File: config.mk
export PLATFORM = sky130hd
export DESIGN_NAME = truth_table_sequencer
export DESIGN_NICKNAME = d
export VERILOG_FILES = /design/src/rtl/truth_table_sequencer.sv
export SDC_FILE = /design/constraint.sdc
export NUM_CORES = 1
export LEC_CHECK = 0
export CAP_MARGIN = 20
export CORE_MARGIN = 2
export CORE_UTILIZATION = 46
export DETAILED_ROUTE_END_ITERATION = 7
export PLACE_DENSITY = 0.72
export SLEW_MARGIN = 20
export SYNTH_ARGS = -nofsm -noshare
export SYNTH_HDL_FRONTEND = slang
export SYNTH_SLANG_ARGS = --single-unit
File: constraint.sdc
create_clock -name clk -period 2.9 [get_ports clk]
set_clock_uncertainty 0.1 [all_clocks]
set_input_delay 0.87 -clock clk [delete_from_list [all_inputs] [get_ports clk]]
set_output_delay 0.87 -clock clk [all_outputs]
set_load 0.01 [all_outputs]
File: src/rtl/truth_table_sequencer.sv
// Walks a 4-input combinational block through all 16 input vectors, captures its
// output into a truth table and grades the table against an expected minterm mask.
module truth_table_sequencer #(
    parameter int unsigned SETTLE   = 1,
    parameter logic [15:0] EXPECTED = 16'hAC3C
) (
    input  logic        clk,
    input  logic        reset,
    input  logic        start,
    input  logic        abort,
    input  logic        fut_s,
    output logic        a,
    output logic        b,
    output logic        c,
    output logic        d,
    output logic        busy,
    output logic        done,
    output logic [15:0] result,
    output logic [15:0] mismatch,
    output logic [4:0]  err_count,
    output logic        pass
);
    // state | meaning
    // IDLE  | waiting for start; previous sweep's results held
    // RUN   | driving vectors 0..15, sampling fut_s after SETTLE hold cycles
    // FIN   | single cycle with done high, then back to IDLE

    typedef enum logic [1:0] {IDLE, RUN, FIN} state_t;

    localparam logic [3:0] SETTLE_CNT = 4'(SETTLE);

    state_t     state;
    logic [3:0] vector;
    logic [3:0] cnt;
    logic       miss;
    logic [4:0] err_next;

    assign {a, b, c, d} = vector;
    assign miss         = fut_s ^ EXPECTED[vector];
    // Includes the sample taken this cycle so the final pass flag sees vector 15.
    assign err_next     = err_count + {4'd0, miss};

    always_ff @(posedge clk or posedge reset) begin
        if (reset) begin
            state     <= IDLE;
            vector    <= 4'd0;
            cnt       <= 4'd0;
            busy      <= 1'b0;
            done      <= 1'b0;
            pass      <= 1'b0;
            result    <= 16'd0;
            mismatch  <= 16'd0;
            err_count <= 5'd0;
        end else begin
            case (state)
                IDLE: begin
                    done <= 1'b0;
                    if (start && !abort) begin
                        state     <= RUN;
                        busy      <= 1'b1;
                        vector    <= 4'd0;
                        cnt       <= 4'd0;
                        pass      <= 1'b0;
                        result    <= 16'd0;
                        mismatch  <= 16'd0;
                        err_count <= 5'd0;
                    end
                end
                RUN: begin
                    if (abort) begin
                        // Partial result/mismatch/err_count stay visible for debug.
                        state  <= IDLE;
                        busy   <= 1'b0;
                        pass   <= 1'b0;
                        vector <= 4'd0;
                        cnt    <= 4'd0;
                    end else if (cnt != SETTLE_CNT) begin
                        cnt <= cnt + 4'd1;
                    end else begin
                        result[vector]   <= fut_s;
                        mismatch[vector] <= miss;
                        err_count        <= err_next;
                        cnt              <= 4'd0;
                        if (vector == 4'd15) begin
                            state <= FIN;
                            busy  <= 1'b0;
                            done  <= 1'b1;
                            pass  <= (err_next == 5'd0);
                        end else begin
                            vector <= vector + 4'd1;
                        end
                    end
                end
                FIN: begin
                    state  <= IDLE;
                    done   <= 1'b0;
                    vector <= 4'd0;
                    cnt    <= 4'd0;
                    if (abort) pass <= 1'b0;
                end
                default: begin
                    state <= IDLE;
                    busy  <= 1'b0;
                    done  <= 1'b0;
                end
            endcase
        end
    end
endmodule

==> key figures <==
Final layout
  – Diode count: 0
  – Storage cell area: 1250 sq um
  – Area grow syn2layout: 26.3%
  – Finished Layout Cells: 376
  – FILL cells: 502
  – Footprint of the multi-input gates: 1240 sq um
  – Fin nets: 317
  – Fraction of final layout cells sized beyond drive strength 1: 11.8%

Synthesis
  – Gate Count Post-Synth: 250
  – Largest family of logic cells by synthesized area: simple AND/OR/NAND/NOR gates
  – Post-Synth Adder-Cell Area: 4.34%
  – Commonest cells post-synth: 50 x dfrtp_1, 41 x nand2_1, 31 x mux2i_1, 15 x o21ai_0, 11 x nand3_1
  – Post-synth ARST share: 100%
  – Most frequent cell after synthesis: dfrtp_1
  – Simple-Gate Fraction of Synth Area: 20.9%
  – Post-Synth XOR/XNOR Area: 0.675%
  – Yosys warning total: 0
  – Most used DFF post-synth: dfrtp_1
  – Syn nets: 264
  – Synth area leader: dfrtp_1
  – Compound-Gate Fraction of Synth Area: 9.45%
  – Top cells by area, synth: dfrtp_1 48%, mux2i_1 12%, nand2_1 5.9%
  – Mux cell area share after synthesis: 12.5%
  – Syn Area/Cell: 10.4 sq um
  – Synth cell types: 45
  – EDFF count, synth: 0
  – Post-Syn Area: 2590 sq um
  – Number of synthesized register bits: 50
  – Synth top area share: 48.2%
  – Sequential fraction of the synthesis area: 48.2%

Drt
  – DR iter-0 viols: 161
  – Vias per cell: 5.52
  – M1 WL: 2.66 mm
  – DRC: 0
  – Met3 WL: 313 microns
  – Max layer used: met4
  – Drt first pass iters: 4
  – DR vias: 2077
  – Length of routed met2 wiring: 2.81 mm
  – Detail Route Antenna Nets: 0
  – WL final: 5.88 mm
  – Per-cell routed wire length: 15.6 microns

Setup path
  – R2R setup slack: 0.33 ns
  – CP max FO: 3
  – CP delay by family, top: simple AND/OR/NAND/NOR gates
  – CP max stage delay: 0.45 ns
  – RR Endpoint: pass
  – Cells on worst reg2reg path: 9
  – CP Cell Sequence: clkdlybuf4s50_1 > o211a_1 > or2_2 > ha_1 > ha_1 > a31o_2 > and3_1 > mux2_4
  – Reg-to-reg startpoint: vector[1]
  – Crit. End Element: register
  – Critical path data arrival time: 2.81 ns
  – Slowest-stage cell, CP: clkdlybuf4s50_1
  – Worst path most repeated cell: ha_1
  – CP Class: in2reg
  – Buf+Inv Stages, Crit Path: 1
  – Required time worst endpoint: 3.00 ns
  – CP startpoint kind: primary input

CTS
  – CTS max path bufs: 2
  – CTS clk-pin slew, worst paths: 0.09 ns
  – CTS tree: yes
  – Count of clock tree sinks: 50
  – Post-CTS setup repair buffer count: 0
  – Skew-Pair Late Insertion Delay: 0.31 ns
  – CTS H-tree lvls: 2
  – Root buf cell: clkbuf_8
  – Cts hold-fix bufs: 0
  – Post-CTS Resized: 0
  – Num CTS Buffers: 5

Timing
  – Setup total negative slack: 0 ns
  – Setup Viol. Count Final: 0
  – Achievable Freq: 0.369 GHz
  – Max-slew violations: 0
  – Ratio of final minimum period to clock period: 93.4%
  – Relative slew slack: 58.4%
  – Final Hold Viols: 0
  – Worst Tran Pin Value: 0.622 ns
  – Post-layout min period: 2.71 ns
  – RSZ-0062 raised after global routing: false

Floorplan
  – Full die area: 6260 sq um
  – I/O pins: 49
  – Rows: 27
  – Die Wd: 79.1 microns
  – Starting density of the core: 47.4%
  – Overall die height: 79.1 microns
  – Core area: 5470 sq um

Global routing
  – Largest net degree at the start of global routing: 33
  – Grt total ovfl: 0
  – Vias in the first global route: 2092
  – Initial antenna violation count: 0
  – First-pass GRT wire length: 10.2 mm
  – Total track usage: 20.9%

Placed design
  – Final HPWL DP: 4.20 mm
  – Port bufs: 48
  – Post-placement cell count: 368
  – Final GP Congestion: 0.817

Power and ir drop
  – Power Total: 1380 uW
  – VDD IR max: 0.264 mV
  – LEAKAGE: 0.00155 uW
  – PD cells: 422 nW/um^2

Worst hold path
  – Hold Path Origin: done
  – Hold endpoint: done
  – WHS Path Cells: 2
  – Min-Delay Path Class: reg2reg

Outcome
  – Status: complete, no violations

Flow run
  – MaxCap Viol Count: 0
-- cell usage in the layout (no fill, tap or decap), drive strengths merged, types with 4 or more instances in the layout --
master | Yosys | final
o21ai | 17 | 17
nand3 | 19 | 19
nor2 | 9 | 9
ha | 9 | 9
nand4 | 4 | 4
nor4 | 4 | 4
clkbuf | 5 | 5
inv | 6 | 7
mux2i | 31 | 31
dfrtp | 50 | 50
clkdlybuf4s50 | 0 | 48
nand2 | 41 | 41
nor2b | 5 | 5
o31ai | 5 | 5
buf | 8 | 11
-- worst min-delay path, stage by stage, from the launching register on --
cell and delay [ns]:
dfrtp_1 0.39, inv_1 0.05, a21oi_1 0.05
-- kinds of logic after synthesis --
logic type,after synthesis
buffers and inverters,19
AO/OA/AOI/OAI,38
AND/OR/NAND/NOR,100
adder cells (fa/ha/maj),9
multiplexers,32
flip-flops,50
XOR/XNOR,2
-- flip-flops by register name (all words and copies together) (netlist names) --
name	cells
mismatch	16
err_count	5
pass	1
done	1
cnt	4
busy	1
vector	4
state	2
result	16
-- layout make-up --
| cell class | count | share of cell area (%) |
|---|---|---|
| inverter | 6 | 0.687 |
| tap | 72 | 2.75 |
| multi-input combinational | 181 | 38.0 |
| clock buffer | 5 | 2.10 |
| timing repair buffer | 59 | 17.6 |
| clock inverter | 3 | 0.764 |
| sequential | 50 | 38.2 |
-- per-layer routing --
metal	track usage [%]	vias up
met5	0	-
met4	6.90	0
li1	-	992
met2	35.0	47
met1	26.6	1031
met3	5.23	7
-- worst max path at each step --
stage | startpoint | end | slack [ns] | depth (start not counted)
after floorplan | fut_s | pass | 0.38 | 7
after global placement | fut_s | pass | -0.11 | 8
after detailed placement | fut_s | pass | -0.13 | 8
after CTS | fut_s | pass | 0.20 | 8
after global routing | fut_s | pass | 0.12 | 9
final | fut_s | pass | 0.19 | 8
-- stage by stage --
stage	hold slack (ns)	util, %	setup slack, ns	area (sq um)
after floorplan	0.381	-	0.385	2590
after global placement	0.400	58.2	-0.112	3180
after detailed placement	0.410	58.2	-0.134	3180
after CTS	0.426	59.9	0.198	3280
after global routing	0.457	59.9	0.125	3280
final	0.419	59.9	0.191	3280
-- power breakdown --
group / internal, uW / total [uW] / switching [uW]
clock network: 175 / 428 / 253
registers: 717 / 739 / 22.3
logic: 87.0 / 218 / 131
Power figures use the tool's default switching activity.
